[src/rtl/pipe_hazard_ctrl_pkg.sv]
// Shared CPU sequencing types: FSM state encoding, register-control bundle and MDU constants.
// Combinational definitions only; no handshake involved.
package pipe_hazard_ctrl_pkg;

  typedef enum logic [1:0] {
    ST_RUN  = 2'd0,
    ST_MDU  = 2'd1,
    ST_HALT = 2'd2
  } state_t;

  localparam logic [4:0] REG_ZERO    = 5'd0;
  localparam int         MDU_LAT_DEF = 4;

  // Enables then clears for PC, IF/ID, ID/EX, EX/MEM, MEM/WB
  typedef struct packed {
    logic pc_en;
    logic ifid_en;
    logic idex_en;
    logic exmem_en;
    logic memwb_en;
    logic ifid_clr;
    logic idex_clr;
    logic exmem_clr;
    logic memwb_clr;
  } ctl_t;

  localparam ctl_t CTL_DEF    = ctl_t'(9'b11111_0000);
  localparam ctl_t CTL_LDUSE  = ctl_t'(9'b00111_0100);
  localparam ctl_t CTL_FLUSH  = ctl_t'(9'b11111_1100);
  localparam ctl_t CTL_MDU    = ctl_t'(9'b00011_0010);
  localparam ctl_t CTL_HLT_IN = ctl_t'(9'b00000_0001);
  localparam ctl_t CTL_OFF    = ctl_t'(9'b00000_0000);
  localparam ctl_t CTL_RST    = ctl_t'(9'b00000_1111);

  // Busy-counter preload: entry cycle plus preload+1 busy cycles equals MDU_LAT
  function automatic logic [3:0] mdu_init(input int lat);
    return 4'(lat - 2);
  endfunction

endpackage

[src/rtl/pipe_hazard_ctrl_if.sv]
// Hazard-controller signal bundle; slave is the controller, master is the pipeline side.
// Plain level signals, no flow control.
interface pipe_hazard_ctrl_if #(
  parameter int CNT_W = 32
);
  logic [4:0]       id_rs;
  logic [4:0]       id_rt;
  logic             id_rs_used;
  logic             id_rt_used;
  logic             ex_mem_read;
  logic [4:0]       ex_rd;
  logic             ex_branch_taken;
  logic             ex_mdu_start;
  logic             wb_halt;
  logic             go;
  logic             pc_en, ifid_en, idex_en, exmem_en, memwb_en;
  logic             ifid_clr, idex_clr, exmem_clr, memwb_clr;
  logic             halted;
  logic [CNT_W-1:0] stall_cnt;
  logic [CNT_W-1:0] flush_cnt;
  logic [CNT_W-1:0] cycle_cnt;

  modport master (
    output id_rs, id_rt, id_rs_used, id_rt_used, ex_mem_read, ex_rd,
           ex_branch_taken, ex_mdu_start, wb_halt, go,
    input  pc_en, ifid_en, idex_en, exmem_en, memwb_en,
           ifid_clr, idex_clr, exmem_clr, memwb_clr,
           halted, stall_cnt, flush_cnt, cycle_cnt
  );

  modport slave (
    input  id_rs, id_rt, id_rs_used, id_rt_used, ex_mem_read, ex_rd,
           ex_branch_taken, ex_mdu_start, wb_halt, go,
    output pc_en, ifid_en, idex_en, exmem_en, memwb_en,
           ifid_clr, idex_clr, exmem_clr, memwb_clr,
           halted, stall_cnt, flush_cnt, cycle_cnt
  );
endinterface

[src/rtl/pipe_hazard_ctrl_hazard_detect.sv]
// Load-use detector: load in EX writing a register the ID instruction reads.
// Purely combinational, zero latency.
module hazard_detect
  import pipe_hazard_ctrl_pkg::*;
(
  input  logic [4:0] id_rs_i,
  input  logic [4:0] id_rt_i,
  input  logic       id_rs_used_i,
  input  logic       id_rt_used_i,
  input  logic       ex_mem_read_i,
  input  logic [4:0] ex_rd_i,
  output logic       load_use_o
);

  assign load_use_o = ex_mem_read_i && (ex_rd_i != REG_ZERO) &&
                      ((id_rs_used_i && (id_rs_i == ex_rd_i)) ||
                       (id_rt_used_i && (id_rt_i == ex_rd_i)));

endmodule

[src/rtl/pipe_hazard_ctrl.sv]
// Pipeline sequencing FSM (RUN/MDU_BUSY/HALT) driving register enables/clears, plus perf counters.
// Enables/clears are same-cycle combinational; state and counters update on the next edge.
module pipe_hazard_ctrl
  import pipe_hazard_ctrl_pkg::*;
#(
  parameter int MDU_LAT = MDU_LAT_DEF,
  parameter int CNT_W   = 32
) (
  input  logic               clk,
  input  logic               clear_n,
  pipe_hazard_ctrl_if.slave  bus
);

  localparam bit              MDU_MULTI = (MDU_LAT > 1);
  localparam logic [3:0]      MDU_INIT  = mdu_init(MDU_LAT);
  localparam logic [CNT_W-1:0] CNT_ONE  = CNT_W'(1);

  state_t           state_q, state_d;
  state_t           ret_q, ret_d;
  logic [3:0]       mdu_cnt_q, mdu_cnt_d;
  logic [CNT_W-1:0] stall_cnt_q, flush_cnt_q, cycle_cnt_q;
  logic             stall_inc, flush_inc, cyc_inc;
  logic             load_use;
  logic             halted;
  ctl_t             ctl;

  hazard_detect u_hazard_detect (
    .id_rs_i       (bus.id_rs),
    .id_rt_i       (bus.id_rt),
    .id_rs_used_i  (bus.id_rs_used),
    .id_rt_used_i  (bus.id_rt_used),
    .ex_mem_read_i (bus.ex_mem_read),
    .ex_rd_i       (bus.ex_rd),
    .load_use_o    (load_use)
  );

  always_comb begin
    state_d   = state_q;
    ret_d     = ret_q;
    mdu_cnt_d = mdu_cnt_q;
    ctl       = CTL_DEF;
    halted    = 1'b0;
    stall_inc = 1'b0;
    flush_inc = 1'b0;
    cyc_inc   = 1'b0;
    case (state_q)
      ST_RUN: begin
        cyc_inc = 1'b1;
        if (bus.wb_halt) begin
          ctl     = CTL_HLT_IN;
          ret_d   = ST_RUN;
          state_d = ST_HALT;
        end else if (bus.ex_mdu_start && MDU_MULTI) begin
          ctl       = CTL_MDU;
          mdu_cnt_d = MDU_INIT;
          state_d   = ST_MDU;
          stall_inc = 1'b1;
        end else if (bus.ex_branch_taken) begin
          // A coincident load-use is moot: its ID instruction is being flushed
          ctl       = CTL_FLUSH;
          flush_inc = 1'b1;
        end else if (load_use) begin
          ctl       = CTL_LDUSE;
          stall_inc = 1'b1;
        end
      end
      ST_MDU: begin
        cyc_inc = 1'b1;
        if (bus.wb_halt) begin
          ctl     = CTL_HLT_IN;
          ret_d   = ST_MDU;
          state_d = ST_HALT;
        end else if (mdu_cnt_q != 4'd0) begin
          ctl       = CTL_MDU;
          mdu_cnt_d = mdu_cnt_q - 4'd1;
          stall_inc = 1'b1;
        end else begin
          state_d = ST_RUN;
        end
      end
      ST_HALT: begin
        ctl    = CTL_OFF;
        halted = 1'b1;
        if (bus.go) state_d = ret_q;
      end
      default: state_d = ST_RUN;
    endcase
    // Reset overrides every state so the pipeline registers flush while held
    if (!clear_n) begin
      ctl    = CTL_RST;
      halted = 1'b0;
    end
  end

  always_ff @(posedge clk) begin
    if (!clear_n) begin
      state_q     <= ST_RUN;
      ret_q       <= ST_RUN;
      mdu_cnt_q   <= 4'd0;
      stall_cnt_q <= '0;
      flush_cnt_q <= '0;
      cycle_cnt_q <= '0;
    end else begin
      state_q   <= state_d;
      ret_q     <= ret_d;
      mdu_cnt_q <= mdu_cnt_d;
      if (stall_inc) stall_cnt_q <= stall_cnt_q + CNT_ONE;
      if (flush_inc) flush_cnt_q <= flush_cnt_q + CNT_ONE;
      if (cyc_inc)   cycle_cnt_q <= cycle_cnt_q + CNT_ONE;
    end
  end

  assign bus.pc_en     = ctl.pc_en;
  assign bus.ifid_en   = ctl.ifid_en;
  assign bus.idex_en   = ctl.idex_en;
  assign bus.exmem_en  = ctl.exmem_en;
  assign bus.memwb_en  = ctl.memwb_en;
  assign bus.ifid_clr  = ctl.ifid_clr;
  assign bus.idex_clr  = ctl.idex_clr;
  assign bus.exmem_clr = ctl.exmem_clr;
  assign bus.memwb_clr = ctl.memwb_clr;
  assign bus.halted    = halted;
  assign bus.stall_cnt = stall_cnt_q;
  assign bus.flush_cnt = flush_cnt_q;
  assign bus.cycle_cnt = cycle_cnt_q;

endmodule

[src/flat_wrapper.sv]
// flat-port wrapper written by rule: the top's interface ports become plain ports
module pipe_hazard_ctrl_flat import pipe_hazard_ctrl_pkg::*;
#(
  parameter int MDU_LAT = MDU_LAT_DEF,
  parameter int CNT_W   = 32
)
  (clk, clear_n, bus_id_rs, bus_id_rt, bus_id_rs_used, bus_id_rt_used, bus_ex_mem_read, bus_ex_rd, bus_ex_branch_taken, bus_ex_mdu_start, bus_wb_halt, bus_go, bus_pc_en, bus_ifid_en, bus_idex_en, bus_exmem_en, bus_memwb_en, bus_ifid_clr, bus_idex_clr, bus_exmem_clr, bus_memwb_clr, bus_halted, bus_stall_cnt, bus_flush_cnt, bus_cycle_cnt);
  pipe_hazard_ctrl_if #(.CNT_W(CNT_W)) bus_i ();
  input  logic clk;
  input  logic clear_n;
  input wire logic [$bits(bus_i.id_rs)-1:0] bus_id_rs;
  input wire logic [$bits(bus_i.id_rt)-1:0] bus_id_rt;
  input wire logic [$bits(bus_i.id_rs_used)-1:0] bus_id_rs_used;
  input wire logic [$bits(bus_i.id_rt_used)-1:0] bus_id_rt_used;
  input wire logic [$bits(bus_i.ex_mem_read)-1:0] bus_ex_mem_read;
  input wire logic [$bits(bus_i.ex_rd)-1:0] bus_ex_rd;
  input wire logic [$bits(bus_i.ex_branch_taken)-1:0] bus_ex_branch_taken;
  input wire logic [$bits(bus_i.ex_mdu_start)-1:0] bus_ex_mdu_start;
  input wire logic [$bits(bus_i.wb_halt)-1:0] bus_wb_halt;
  input wire logic [$bits(bus_i.go)-1:0] bus_go;
  output wire logic [$bits(bus_i.pc_en)-1:0] bus_pc_en;
  output wire logic [$bits(bus_i.ifid_en)-1:0] bus_ifid_en;
  output wire logic [$bits(bus_i.idex_en)-1:0] bus_idex_en;
  output wire logic [$bits(bus_i.exmem_en)-1:0] bus_exmem_en;
  output wire logic [$bits(bus_i.memwb_en)-1:0] bus_memwb_en;
  output wire logic [$bits(bus_i.ifid_clr)-1:0] bus_ifid_clr;
  output wire logic [$bits(bus_i.idex_clr)-1:0] bus_idex_clr;
  output wire logic [$bits(bus_i.exmem_clr)-1:0] bus_exmem_clr;
  output wire logic [$bits(bus_i.memwb_clr)-1:0] bus_memwb_clr;
  output wire logic [$bits(bus_i.halted)-1:0] bus_halted;
  output wire logic [$bits(bus_i.stall_cnt)-1:0] bus_stall_cnt;
  output wire logic [$bits(bus_i.flush_cnt)-1:0] bus_flush_cnt;
  output wire logic [$bits(bus_i.cycle_cnt)-1:0] bus_cycle_cnt;
  assign bus_i.id_rs = bus_id_rs;
  assign bus_i.id_rt = bus_id_rt;
  assign bus_i.id_rs_used = bus_id_rs_used;
  assign bus_i.id_rt_used = bus_id_rt_used;
  assign bus_i.ex_mem_read = bus_ex_mem_read;
  assign bus_i.ex_rd = bus_ex_rd;
  assign bus_i.ex_branch_taken = bus_ex_branch_taken;
  assign bus_i.ex_mdu_start = bus_ex_mdu_start;
  assign bus_i.wb_halt = bus_wb_halt;
  assign bus_i.go = bus_go;
  assign bus_pc_en = bus_i.pc_en;
  assign bus_ifid_en = bus_i.ifid_en;
  assign bus_idex_en = bus_i.idex_en;
  assign bus_exmem_en = bus_i.exmem_en;
  assign bus_memwb_en = bus_i.memwb_en;
  assign bus_ifid_clr = bus_i.ifid_clr;
  assign bus_idex_clr = bus_i.idex_clr;
  assign bus_exmem_clr = bus_i.exmem_clr;
  assign bus_memwb_clr = bus_i.memwb_clr;
  assign bus_halted = bus_i.halted;
  assign bus_stall_cnt = bus_i.stall_cnt;
  assign bus_flush_cnt = bus_i.flush_cnt;
  assign bus_cycle_cnt = bus_i.cycle_cnt;
  pipe_hazard_ctrl #(.MDU_LAT(MDU_LAT), .CNT_W(CNT_W)) u_core (.clk(clk), .clear_n(clear_n), .bus(bus_i));
endmodule
[config.mk]
export PLATFORM = sky130hd
export DESIGN_NAME = pipe_hazard_ctrl_flat
export DESIGN_NICKNAME = d
export VERILOG_FILES = /design/src/rtl/pipe_hazard_ctrl_pkg.sv /design/src/rtl/pipe_hazard_ctrl_if.sv /design/src/rtl/pipe_hazard_ctrl_hazard_detect.sv /design/src/rtl/pipe_hazard_ctrl.sv /design/src/flat_wrapper.sv
export SDC_FILE = /design/constraint.sdc
export NUM_CORES = 1
export LEC_CHECK = 0
export CORE_MARGIN = 1.5
export CORE_UTILIZATION = 53
export CTS_CLUSTER_DIAMETER = 150
export DETAILED_ROUTE_END_ITERATION = 10
export PLACE_DENSITY_LB_ADDON = 0.12
export RECOVER_POWER = 50
export SLEW_MARGIN = 20
export SYNTH_ARGS = -nofsm -noshare
export SYNTH_HDL_FRONTEND = slang
export SYNTH_SLANG_ARGS = --single-unit
[constraint.sdc]
create_clock -name clk -period 7 [get_ports clk]
set_input_delay 1.75 -clock clk [delete_from_list [all_inputs] [get_ports clk]]
set_output_delay 1.75 -clock clk [all_outputs]
set_load 0.03 [all_outputs]
# After elaboration in Yosys (flattened, before gate mapping)

Cells that the tools add are included.

Logic and storage cells: 72
Bits in registers: 104
Bits of input ports: 24
Output and inout port bits: 106

$add $sub $neg: 4
Reductions and logical operators: 13
Muxes and demuxes: 36
Equality and inequality tests: 13

Operator list:

| kind                                                | number |
|---|---|
| adder 32 x 1 -> 32 bit, second input constant       | 3 |
| two-way mux 9 bit                                   | 7 |
| case mux 9 bit (3 select lines)                     | 1 |
| two-way mux 4 bit                                   | 4 |
| two-way mux 2 bit                                   | 7 |
| two-way mux 1 bit                                   | 13 |
| != test 2 bit, second input constant                | 6 |
| equality test 5 bit                                 | 2 |
| case mux 4 bit (2 select lines)                     | 1 |
| != test 3 bit, second input constant                | 2 |
| case mux 2 bit (3 select lines)                     | 1 |
| AND reduction 3 bit                                 | 2 |
| AND reduction 5 bit                                 | 1 |
| nonzero test 5 bit                                  | 1 |
| logical AND 1 bit                                   | 4 |
| case mux 2 bit (2 select lines)                     | 1 |
| nonzero test 4 bit                                  | 1 |
| subtractor 4 x 1 -> 4 bit, second input constant    | 1 |
| equality test 2 x 1 -> 1 bit, second input constant | 1 |
| equality test 2 bit, second input constant          | 1 |
| zero test 2 bit                                     | 1 |
| != test 2 x 1 -> 1 bit, second input constant       | 1 |
| case mux 1 bit (2 select lines)                     | 1 |
| nonzero test 2 bit                                  | 1 |
| 2 further kinds                                     | 2 |

# Depth between registers and ports, before layout

Gate-level depths: netlist of run 1.

Word-level depth: 10
Depth in mapped cells: 9
Mapped depth without buffers: 7

# Modules after synthesis

Synthesis of run 1 repeated with hierarchy kept, for this count alone.

Cells, all modules: 586
Area total of the unflattened synthesis: 4961.0 µm²

Modules (own cells, without submodules):

| module           | area an instance (µm²) | cells each | seq. area each (µm²) | times used |
|---|---|---|---|---|
| pipe_hazard_ctrl | 4827.1                 | 569        | 2062.0               | 1 |
| hazard_detect    | 133.9                  | 17         | 0.0                  | 1 |

# Worst setup path before layout of run 1

No wires, ideal clock.

Kind: input to output
Start point: input port bus_wb_halt
End point: output port bus_pc_en
Path buffers: 1
Data arrival time: 3.377 ns
Required time: 5.250 ns
Cell stages on the path: 4
Setup slack: 1.873 ns
Cells stage by stage: or4_1 a21oi_1 and2_1 buf_4

Cells in the longest elaborated chain, start to end: 3
Elaborated cells between the ends (all ways): 4
Those cells by class: mux: 4

Ends and longest elaborated chain:

| what                                 | RTL line                                       | text |
|---|---|---|
| start: declaration                   | flat_wrapper.sv:19                             | `input wire logic [$bits(bus_i.wb_halt)-1:0] bus_wb_halt;` |
| two-way mux 9 bit (on tied branches) | pipe_hazard_ctrl.sv:69, pipe_hazard_ctrl.sv:49 |  |
| case mux 9 bit (3 select lines) *    | pipe_hazard_ctrl.sv:46                         | `case (state_q)` |
| two-way mux 9 bit *                  | pipe_hazard_ctrl.sv:89                         | `if (!clear_n) begin` |
| end: declaration                     | flat_wrapper.sv:21                             | `output wire logic [$bits(bus_i.pc_en)-1:0] bus_pc_en;` |

Every way passes the cells marked *; elsewhere a longest branch is shown, timed or not.

# Worst setup path after layout of run 1

Start point: input port bus_ex_rd[0]
End point: output port bus_ifid_en

Cells in the longest elaborated chain, start to end: 10
Elaborated cells between the ends (all ways): 14
Those cells by class: eq/ne: 2; mux: 6; reduce/logical: 6

Ends and longest elaborated chain:

| what                                   | RTL line                                                                   | text |
|---|---|---|
| start: declaration                     | flat_wrapper.sv:16                                                         | `input wire logic [$bits(bus_i.ex_rd)-1:0] bus_ex_rd;` |
| equality test 5 bit (on tied branches) | pipe_hazard_ctrl_hazard_detect.sv:16, pipe_hazard_ctrl_hazard_detect.sv:17 |  |
| logical AND 1 bit (on tied branches)   | pipe_hazard_ctrl_hazard_detect.sv:16, pipe_hazard_ctrl_hazard_detect.sv:17 |  |
| logical OR 1 bit                       | pipe_hazard_ctrl_hazard_detect.sv:16                                       | `((id_rs_used_i && (id_rs_i == ex_rd_i)) \|\|` |
| logical AND 1 bit *                    | pipe_hazard_ctrl_hazard_detect.sv:15                                       | `assign load_use_o = ex_mem_read_i && (ex_rd_i != REG_ZERO) &&` |
| two-way mux 9 bit *                    | pipe_hazard_ctrl.sv:62                                                     | `end else if (load_use) begin` |
| two-way mux 9 bit *                    | pipe_hazard_ctrl.sv:58                                                     | `end else if (bus.ex_branch_taken) begin` |
| two-way mux 9 bit *                    | pipe_hazard_ctrl.sv:53                                                     | `end else if (bus.ex_mdu_start && MDU_MULTI) begin` |
| two-way mux 9 bit *                    | pipe_hazard_ctrl.sv:49                                                     | `if (bus.wb_halt) begin` |
| case mux 9 bit (3 select lines) *      | pipe_hazard_ctrl.sv:46                                                     |  |
| two-way mux 9 bit *                    | pipe_hazard_ctrl.sv:89                                                     |  |
| end: declaration                       | flat_wrapper.sv:22                                                         | `output wire logic [$bits(bus_i.ifid_en)-1:0] bus_ifid_en;` |

Marked as above.

==> results.md, run 1 <==
* Horiz. Die Dim at about 99 um
* Critical path class: input port to primary output
* Hold_buf cts at 0
* Grt ovf at 0
* CP arrival at 3.92 ns
* Setup crit end: bus_ifid_en
* CP startpoint kind: input port
* Antenna-violating nets left at 0
* Setup TNS at 0 ns
* Synth Net Count at 608
* R2r worst-path depth at 8
* Core area at around 8800 um^2
* Netlist cell types at 43
* DRC Markers at 0
* H-Tree Depth at 3
* GPL Wtd Cong at 0.830
* FF-to-FF Start: u_core.mdu_cnt_q[0]
* Clock power frac at 0.330
* P&R area growth vs syn at 30.8%
* Worst hold slack at 0.490 ns
* DR pass1 iterations at 4
* DIE AREA at 9850 um^2
* CP Launch Point: bus_ex_rd[0]
* CTS tree: yes
* Initial antenna violation count at 0
* Worst-margin pin slew at 0.926 ns
* Main synth FF type: dfxtp_1
* Post-DP HPWL at 8100 um
* Hold WC Path Type: flip-flop to flip-flop
* Vias in the first global route at 4181
* GRT Util Overall at 0.231
* Initial Util at 0.555
* Clk Latency, worst-skew pair at 0.36 ns
* Die Ht at 99.2 um
* Critical R2R Capture: u_core.bus.stall_cnt[10]
* PostCTS Resize Cnt at 0
* Port Buffers at ~130
* Max-Cap Viols at 0
* Internal power at 0.769 mW
* Max Transition Viols Final at 0
* Seq/Total Area, Yosys at 0.420
* Commonest non-fill, non-tap cell in the layout: dfxtp_1
* I/O pins at 130
* Gate Count Post-Synth at 579
* Final hold violation count at 0
* CP peak stage delay at 0.67 ns
* Clock Root Buffer: clkbuf_8
* Leakage power at 2.49 nW
* Worst-case clock buffer depth at 2
* Setup Skew at 0.0170 ns
* RSZ-0062 raised after global routing: false
* First-pass GRT wire length at 18900 um
* N_diodes at 0
* Max-Slew Margin vs Limit at 0.383
* Synth warn at 0
* Nets at 723
* Clock sinks at roughly 100
* F_max at approximately 0.18 GHz
* # rows at 34
* Flop-to-flop setup slack at 4.31 ns
* Placed cell areas at 6220 um^2
* Number of setup violations in the final report at 0
* Power per cell area at approximately 160 nW/um^2
* Register share of total power at 0.573
* Fin crit share at 0.810
* Syn Std Cell Area at between 4000 and 5000 um^2
* CP Depth at 6
* Via count at 4530
* DR WL/cell at 14.2 um
* Vias per cell at roughly 5.6
* Worst path bufs/invs at 2
* CTS Buf Count at 9
* Most used cell, CP: clkdlybuf4s50_1
* Combinational power share at 0.097
* Setup bufs post-CTS at 0
* Sw Pwr at 0.281 mW
* Initial drt markers at roughly 110
* Synthesized area per cell at 8.48 um^2
* Worst Path Required at 5.25 ns
* Flops & latches, synth at 103
* Routed wire length at roughly 11000 um
* Max VDD drop at 0.100 mV
* Final Critical Period at 5.67 ns
* Final core occ at 0.726
* Crit path max-delay cell type: clkdlybuf4s50_1
* EDFF count, synth at 0
* Largest net degree at the start of global routing at 93
* Synth async-reset ratio at 0
* Critical path capture point type: primary output
* Layout cell share with drive strength beyond 1 at 0.0401
* Crit Path Max Fanout at 3
* Clk slew on worst S/H paths at roughly 0.10 ns
* Status: completed
* Post-route cell area at 6420 um^2
* Top delay family on crit path: buffers and inverters
* Cell Chain, Critical Path: clkdlybuf4s50_1, or4_1, o21a_1, nand4b_1, and2_1, clkdlybuf4s50_1
* Switch share at 0.267
* Commonest non-fill, non-tap cells in the layout: dfxtp_1 (103), dlygate4sd3_1 (97), nor2_1 (69), xor2_1 (42)
[synth_stat cells (2+ instances only)]
master	instances	share of area
nor2_1	69	0.053
a31o_2	2	0.0036
dfxtp_1	103	0.42
nor4_1	2	0.0025
ha_1	5	0.013
xor2_1	42	0.075
nand2b_1	2	0.0025
mux2i_1	3	0.0061
or4_1	8	0.012
o22ai_1	2	0.0025
o21ai_0	32	0.033
nand4_1	24	0.031
buf_2	3	0.0031
and2_1	13	0.017
o31ai_1	5	0.0076
nand2_1	38	0.029
xnor2_1	29	0.052
nand4b_1	4	0.0071
and4_1	9	0.016
clkbuf_1	19	0.015
nor3_1	5	0.0051
nand3_1	36	0.037
nor2b_1	3	0.0038
a21oi_1	38	0.039
or3_1	34	0.043
inv_1	12	0.0092
buf_6	2	0.0046
and3_1	19	0.024
buf_4	2	0.0031
[power groups by stage]
stage	logic [mW]	clock network [mW]	registers [mW]
after global placement	0.0981	0	0.615
after CTS	0.101	0.354	0.602
after floorplan	0.0594	0	0.618
final	0.102	0.346	0.602
after global routing	0.111	0.378	0.603
after detailed placement	0.100	0	0.616
[metrics by stage]
stage | setup slack (ns) | power [mW] | cells
after global routing | 1.24 | 1.09 | 806
after global placement | 1.34 | 0.713 | 790
final | 1.33 | 1.05 | 806
after CTS | 1.32 | 1.06 | 805
after detailed placement | 1.32 | 0.716 | 790
after floorplan | 1.87 | 0.677 | 579
[cell type report]
| cell class | instances | area (um^2) |
|---|---|---|
| Tap cell | 108 | 135 |
| Multi-Input combinational cell | 437 | 2680 |
| Clock inverter | 6 | 52.6 |
| Timing Repair Buffer | 131 | 1330 |
| Clock buffer | 9 | 124 |
| Fill cell | 711 | 2430 |
| Inverter | 12 | 45.0 |
| Sequential cell | 103 | 2060 |
[flip-flops by register name, summed over array words and instances, names as in the netlist]
name                  count
u_core.state_q            2
u_core.bus.flush_cnt     32
u_core.bus.stall_cnt     32
u_core.ret_q              1
u_core.mdu_cnt_q          4
u_core.bus.cycle_cnt     32
[worst register-to-register path: cells and delay by family, from the launching register on]
kind,cells,cell delay [ns]
flip-flops,1,0.38
AO/OA/AOI/OAI,3,0.99
adder cells (fa/ha/maj),1,0.20
buffers and inverters,2,0.36
AND/OR/NAND/NOR,2,0.71
[worst min-delay path by stage]
stage                                   from                       end  cells past startpoint
floorplan                    u_core.ret_q[0]           u_core.ret_q[0]                      2
global placement    u_core.bus.stall_cnt[31]  u_core.bus.stall_cnt[31]                      2
detailed placement  u_core.bus.stall_cnt[31]  u_core.bus.stall_cnt[31]                      2
CTS                 u_core.bus.stall_cnt[31]  u_core.bus.stall_cnt[31]                      2
global route         u_core.bus.flush_cnt[1]   u_core.bus.flush_cnt[1]                      2
finish              u_core.bus.stall_cnt[31]  u_core.bus.stall_cnt[31]                      2
[layer usage]
metal  track usage  part of all wire  vias up
li1              -                 -     2261
met4        0.0791             0.015        0
met5             0                 0        -
met3        0.0675             0.059       14
met2         0.397              0.49      131
met1         0.277              0.44     2124
[cells by family (layout without fill, tap and decap cells)]
family,count (synthesis),count (layout),synth area share
AND/OR/NAND/NOR,274,274,0.300
XOR/XNOR,71,71,0.127
buffers and inverters,39,158,0.0352
flip-flops,103,103,0.420
adder cells (fa/ha/maj),5,5,0.0127
AO/OA/AOI/OAI,84,84,0.0996
multiplexers,3,3,0.00612
Note: power is estimated with default switching activity, not from simulation.
==> run 2: changes to the inputs <==
--- a/config.mk
+++ b/config.mk
@@ -6,7 +6,7 @@
 export NUM_CORES = 1
 export LEC_CHECK = 0
 export CORE_MARGIN = 1.5
-export CORE_UTILIZATION = 53
+export CORE_UTILIZATION = 49
 export CTS_CLUSTER_DIAMETER = 150
 export DETAILED_ROUTE_END_ITERATION = 10
 export PLACE_DENSITY_LB_ADDON = 0.12
==> constraint.sdc (replaced) <==
create_clock -name clk -period 5.5 [get_ports clk]
set_input_delay 1.375 -clock clk [delete_from_list [all_inputs] [get_ports clk]]
set_output_delay 1.375 -clock clk [all_outputs]
set_load 0.03 [all_outputs]
==> run 2 against run 1 <==
  * The run now ends with max-capacitance violations, max-slew violations left
  * Power up 33%
  * Routed wire length up 1.3%
  * Clock skew down 0.00080 ns
  * Worst hold slack better by 0.0014 ns
  * Die area up 7.9%
  * Clock power up 45%
  * Sequential power up 27%
  * Sequential cell count unchanged
  * Global-route usage down 1.5 points
  * Clock-buffer cell count unchanged
==> results.md, run 2 (synthesis results as in run 1) <==
* CP arrival at 3.69 ns (-0.23 ns)
* Largest net degree at the start of global routing at 93 (unchanged)
* Leakage power at 2.39 nW (-4.1%)
* Clock sinks at 103 (unchanged)
* Layout cell share with drive strength beyond 1 at 0.0414 (+0.00125)
* Worst-margin pin slew at 1.86 ns (+0.931 ns)
* Max-Cap Viols at 1 (+1)
* Setup Skew at 0.0162 ns (-0.000800 ns)
* Vias per cell at 5.37 (-4.4%)
* DIE AREA at 10600 um^2 (+7.9%)
* Clk slew on worst S/H paths at 0.10 ns (about the same)
* Worst-case clock buffer depth at 2 (unchanged)
* Initial antenna violation count at 0 (unchanged)
* DR pass1 iterations at 4 (unchanged)
* Filler cell count at 839 (+18%)
* Max-Slew Margin vs Limit at -0.238 (-0.621)
* Clock Root Buffer: clkbuf_8
* N_diodes at 0 (unchanged)
* Fin crit share at 0.921
* Crit Path Max Fanout at 14 (+11)
* Placed cell areas at 6290 um^2 (+1.2%)
* PostCTS Resize Cnt at 0 (unchanged)
* Nets at 725 (+0.28%)
* # rows at 36 (+5.9%)
* Setup bufs post-CTS at 0 (unchanged)
* GPL Wtd Cong at 0.837 (+0.75%)
* First-pass GRT wire length at 18600 um (-1.7%)
* Hold WC Path Type: flip-flop to flip-flop
* Post-route cell area at 6490 um^2 (+1.2%)
* Initial drt markers at 115 (+3.6%)
* Port Buffers at 129 (unchanged)
* Max VDD drop at 0.198 mV (+98%)
* DRC Markers at 0 (unchanged)
* Commonest non-fill, non-tap cells in the layout: dfxtp_1 (103), nor2_1 (69), clkdlybuf4s50_1 (69), dlygate4sd3_1 (60), xor2_1 (42)
* Post-DP HPWL at 8210 um (+1.4%)
* Max Transition Viols Final at 93 (+93)
* Critical path capture point type: primary output
* Power per cell area at 216 nW/um^2 (+32%)
* Grt ovf at 0 (unchanged)
* Routed wire length at 11600 um (+1.3%)
* H-Tree Depth at 3 (unchanged)
* RSZ-0062 raised after global routing: false
* Failing checks: max-capacitance violations, max-slew violations
* Worst Path Required at 4.12 ns (-1.13 ns)
* I/O pins at 130 (unchanged)
* Antenna-violating nets left at 0 (unchanged)
* CP startpoint kind: input port
* Final hold violation count at 0 (unchanged)
* Via count at 4479 (-1.1%)
* Horiz. Die Dim at 103 um (+3.9%)
* DR WL/cell at 13.9 um (-2.1%)
* Die Ht at 103 um (+3.9%)
* GRT Util Overall at 0.217 (-0.0148)
* Core area at 9730 um^2 (+10%)
* Critical path class: input port to primary output
* F_max at 0.197 GHz
* Vias in the first global route at 4067 (-2.7%)
* Clk Latency, worst-skew pair at 0.36 ns (about the same)
* P&R area growth vs syn at 32.3%
* Commonest non-fill, non-tap cell in the layout: dfxtp_1
* Hold_buf cts at 0 (unchanged)
* Number of setup violations in the final report at 0 (unchanged)
* CTS tree: yes
* Final Critical Period at roughly 5.1 ns
* Setup TNS at 0 ns (unchanged)
* CTS Buf Count at 9 (unchanged)
* Status: finished with violations
* Initial Util at 0.505 (-0.0502)
==> run 2: changes by cell type in the layout (fill, tap and decap cells not counted), sizes merged <==
cell / before / now
dlygate4sd3: 97 / 60
clkbuf: 9 / 11
clkinv: 1 / 3
clkinvlp: 2 / 0
bufinv: 0 / 1
clkdlybuf4s50: 32 / 69
==> run 2: critical path, stage by stage <==
cell,delay (ns)
dlygate4sd3_1,0.52
clkbuf_1,0.52
clkinv_1,0.19
a21oi_1,0.18
and2_1,0.19
clkdlybuf4s50_1,0.71
==> run 2: per-stage QoR <==
stage / hold WS (ns) / setup slack, ns / instances / util / total power, mW
floorplan: 0.461 / 1.12 / 579 / - / 0.862
global placement: 0.463 / 0.552 / 817 / 0.644 / 0.910
detailed placement: 0.485 / 0.510 / 818 / 0.646 / 0.916
CTS: 0.500 / 0.507 / 834 / 0.668 / 1.42
global route: 0.530 / 0.285 / 834 / 0.668 / 1.45
finish: 0.491 / 0.434 / 834 / 0.668 / 1.40
==> run 2: layout make-up <==
class | instances | area, um^2 | share of cell area
multi-input cells | 437 | 2680 | 0.412
clock buffers | 9 | 124 | 0.0191
repair buffers | 133 | 1340 | 0.206
flip-flops and latches | 103 | 2060 | 0.317
inverters | 12 | 45.0 | 0.00694
clock inverters | 7 | 87.6 | 0.0135
well taps | 133 | 166 | 0.0256
==> run 2: worst paths after layout <==
path                                                from                       end  slack (ns)  depth (start not counted)
worst max-delay path                             clear_n                 bus_pc_en        0.43                          6
worst min-delay path            u_core.bus.stall_cnt[31]  u_core.bus.stall_cnt[31]        0.49                          2
worst max register to register       u_core.mdu_cnt_q[0]  u_core.bus.stall_cnt[18]        2.86                          9
worst min register to register  u_core.bus.stall_cnt[31]  u_core.bus.stall_cnt[31]        0.49                          2
==> run 2: report_power, final <==
group	switching [mW]	internal [mW]	total (mW)
clock network	0.280	0.222	0.502
registers	0.0134	0.753	0.767
logic	0.0739	0.0577	0.132
==> run 2: layer usage <==
layer	vias up	share of wire	global-route usage	wire, um
met5	-	0	0	0
met4	0	0.011	0.0520	124
met3	10	0.051	0.0522	585
met2	102	0.49	0.372	5660
met1	2111	0.45	0.275	5180
li1	2256	-	-	-
==> run 3: changes to the inputs <==
--- a/config.mk
+++ b/config.mk
@@ -5,13 +5,13 @@
 export SDC_FILE = /design/constraint.sdc
 export NUM_CORES = 1
 export LEC_CHECK = 0
-export CORE_MARGIN = 1.5
+export CORE_MARGIN = 1
 export CORE_UTILIZATION = 49
 export CTS_CLUSTER_DIAMETER = 150
 export DETAILED_ROUTE_END_ITERATION = 10
 export PLACE_DENSITY_LB_ADDON = 0.12
-export RECOVER_POWER = 50
 export SLEW_MARGIN = 20
 export SYNTH_ARGS = -nofsm -noshare
 export SYNTH_HDL_FRONTEND = slang
 export SYNTH_SLANG_ARGS = --single-unit
+export TNS_END_PERCENT = 10
==> run 3 against run 2 <==
  * The run now ends clean
  * Final cell count down 0.24%
  * Sequential power about the same
  * Routed wire length down 0.91%
  * Clock skew about the same
  * Clock-buffer cell count did not move
  * Sequential cell count is the same
  * Cell area is 0.25% lower
  * Maximum frequency up 2.7%
  * Die area is 1.9% lower
  * Via count rose by 0.45%
  * Critical path depth unchanged
  * Utilization fell by 0.17 points
  * Critical path type unchanged
  * Largest power group unchanged
==> results.md, run 3 (synthesis results as in run 1) <==
* Status: completed
* Port Buffers at 129 (unchanged)
* Crit path max-delay cell type: clkdlybuf4s50_1
* Clock sinks at 103 (unchanged)
* CP peak stage delay at 0.67 ns (-0.04 ns)
* Max-Slew Margin vs Limit at 0.345 (+0.583)
* GRT Util Overall at 0.219 (+0.00205)
* Initial Util at 0.505 (unchanged)
* Most used cell, CP: clkdlybuf4s50_1
* Vias per cell at 5.41 (+0.69%)
* Power per cell area at 218 nW/um^2 (+0.93%)
* RSZ-0062 raised after global routing: false
* CTS tree: yes
* PostCTS Resize Cnt at 0 (unchanged)
* Worst-case clock buffer depth at 2 (unchanged)
* Antenna-violating nets left at 0 (unchanged)
* Clk slew on worst S/H paths at 0.09 ns (about the same)
* I/O pins at 130 (unchanged)
* Largest net degree at the start of global routing at 93 (unchanged)
* Worst-margin pin slew at 0.983 ns (-0.874 ns)
* Leakage power at 2.17 nW (-9.1%)
* Number of setup violations in the final report at 0 (unchanged)
* Final std cells w/o fill at 832 (-0.24%)
* First-pass GRT wire length at 18500 um (-0.59%)
* Grt ovf at 0 (unchanged)
* Setup bufs post-CTS at 0 (unchanged)
* Vias in the first global route at 4008 (-1.5%)
* CTS Buf Count at 9 (unchanged)
* Routed wire length at 11400 um (-0.91%)
* Critical path class: input port to primary output
* Setup Skew at 0.0159 ns (-0.000237 ns)
* F_max at 0.203 GHz (+2.7%)
* GPL Wtd Cong at 0.773 (-7.6%)
* Initial drt markers at 119 (+3.5%)
* DIE AREA at 10400 um^2 (-1.9%)
* Worst Path Required at 4.12 ns (about the same)
* H-Tree Depth at 3 (unchanged)
* DRC Markers at 0 (unchanged)
* Final hold violation count at 0 (unchanged)
* Max-Cap Viols at 0 (-1)
* Horiz. Die Dim at 102 um (-0.97%)
* Setup TNS at 0 ns (unchanged)
* Hold WC Path Type: flip-flop to flip-flop
* Clk Latency, worst-skew pair at 0.35 ns (about the same)
* Critical path capture point type: primary output
* Clock Root Buffer: clkbuf_8
* P&R area growth vs syn at 32.0%
* CP startpoint kind: input port
* Placed insts at 817 (-0.12%)
* # rows at 36 (unchanged)
* N_diodes at 0 (unchanged)
* DR pass1 iterations at 4 (unchanged)
* Hold_buf cts at 0 (unchanged)
* Die Ht at 102 um (-0.97%)
* Core area at 9730 um^2 (unchanged)
* Fin crit share at 0.897 (-0.0241)
* Layout cell share with drive strength beyond 1 at 0.0415 (+0.000118)
* Tot Pwr at 1.41 mW (+0.68%)
* Commonest non-fill, non-tap cells in the layout: clkdlybuf4s50_1 (129), dfxtp_1 (103), nor2_1 (69), xor2_1 (42)
* Max Transition Viols Final at 0 (-100%)
* Final Critical Period at 4.93 ns (-0.133 ns)
* Commonest non-fill, non-tap cell in the layout: clkdlybuf4s50_1
* Post-DP HPWL at 8110 um (-1.2%)
* DR WL/cell at 13.8 um (-0.67%)
* Via count at 4499 (+0.45%)
* Nets at 724 (-0.14%)
* Crit Path Max Fanout at 3 (-11)
* Max VDD drop at 0.178 mV (-10%)
* CP arrival at 3.56 ns (-0.13 ns)
* Initial antenna violation count at 0 (unchanged)
* Cell Chain, Critical Path: clkdlybuf4s50_1, or4_1, o21a_1, nand4b_1, and2_1, clkdlybuf4s50_1
-- run 3: power breakdown --
part	internal, mW	leakage (nW)	switching [mW]
Combinational	0.0560	1.24	0.0735
Sequential	0.753	0.831	0.0130
Clock	0.257	0.102	0.257
Total	1.07	2.17	0.344
-- run 3: layout make-up --
cell class | count | area [um^2]
sequential | 103 | 2060
inverter | 12 | 45.0
timing repair buffer | 132 | 1310
clock buffer | 9 | 124
multi-input combinational | 437 | 2680
fill | 873 | 3250
tap | 133 | 166
clock inverter | 6 | 92.6
-- run 3: layer usage --
metal | global-route usage | part of all wire
met5 | 0 | 0
met4 | 0.0429 | 0.0072
met3 | 0.0527 | 0.044
met2 | 0.384 | 0.50
met1 | 0.273 | 0.44
-- run 3: stage by stage --
stage / hold slack, ns / setup WS [ns] / util / area [um^2]
2_1_floorplan: 0.461 / 1.12 / - / 4910
3_3_place_gp: 0.463 / 0.609 / 0.644 / 6260
3_5_place_dp: 0.483 / 0.565 / 0.644 / 6260
4_1_cts: 0.495 / 0.558 / 0.666 / 6480
5_1_grt: 0.518 / 0.478 / 0.666 / 6480
6_report: 0.494 / 0.566 / 0.666 / 6480
-- run 3: final timing paths --
path,cells past startpoint,slack (ns),start,endpoint
worst max-delay path,6,0.57,bus_ex_rd[0],bus_ifid_en
worst min-delay path,2,0.49,u_core.bus.flush_cnt[1],u_core.bus.flush_cnt[1]
worst max register to register,9,2.97,u_core.mdu_cnt_q[0],u_core.bus.stall_cnt[21]
worst min register to register,2,0.49,u_core.bus.flush_cnt[1],u_core.bus.flush_cnt[1]
-- run 3: worst max-delay path: cells and delay by family --
kind	cells	cell delay (ns)
buffers and inverters	2	1.14
AOI/OAI and AO/OA	1	0.24
and+or+nand+nor	3	0.80
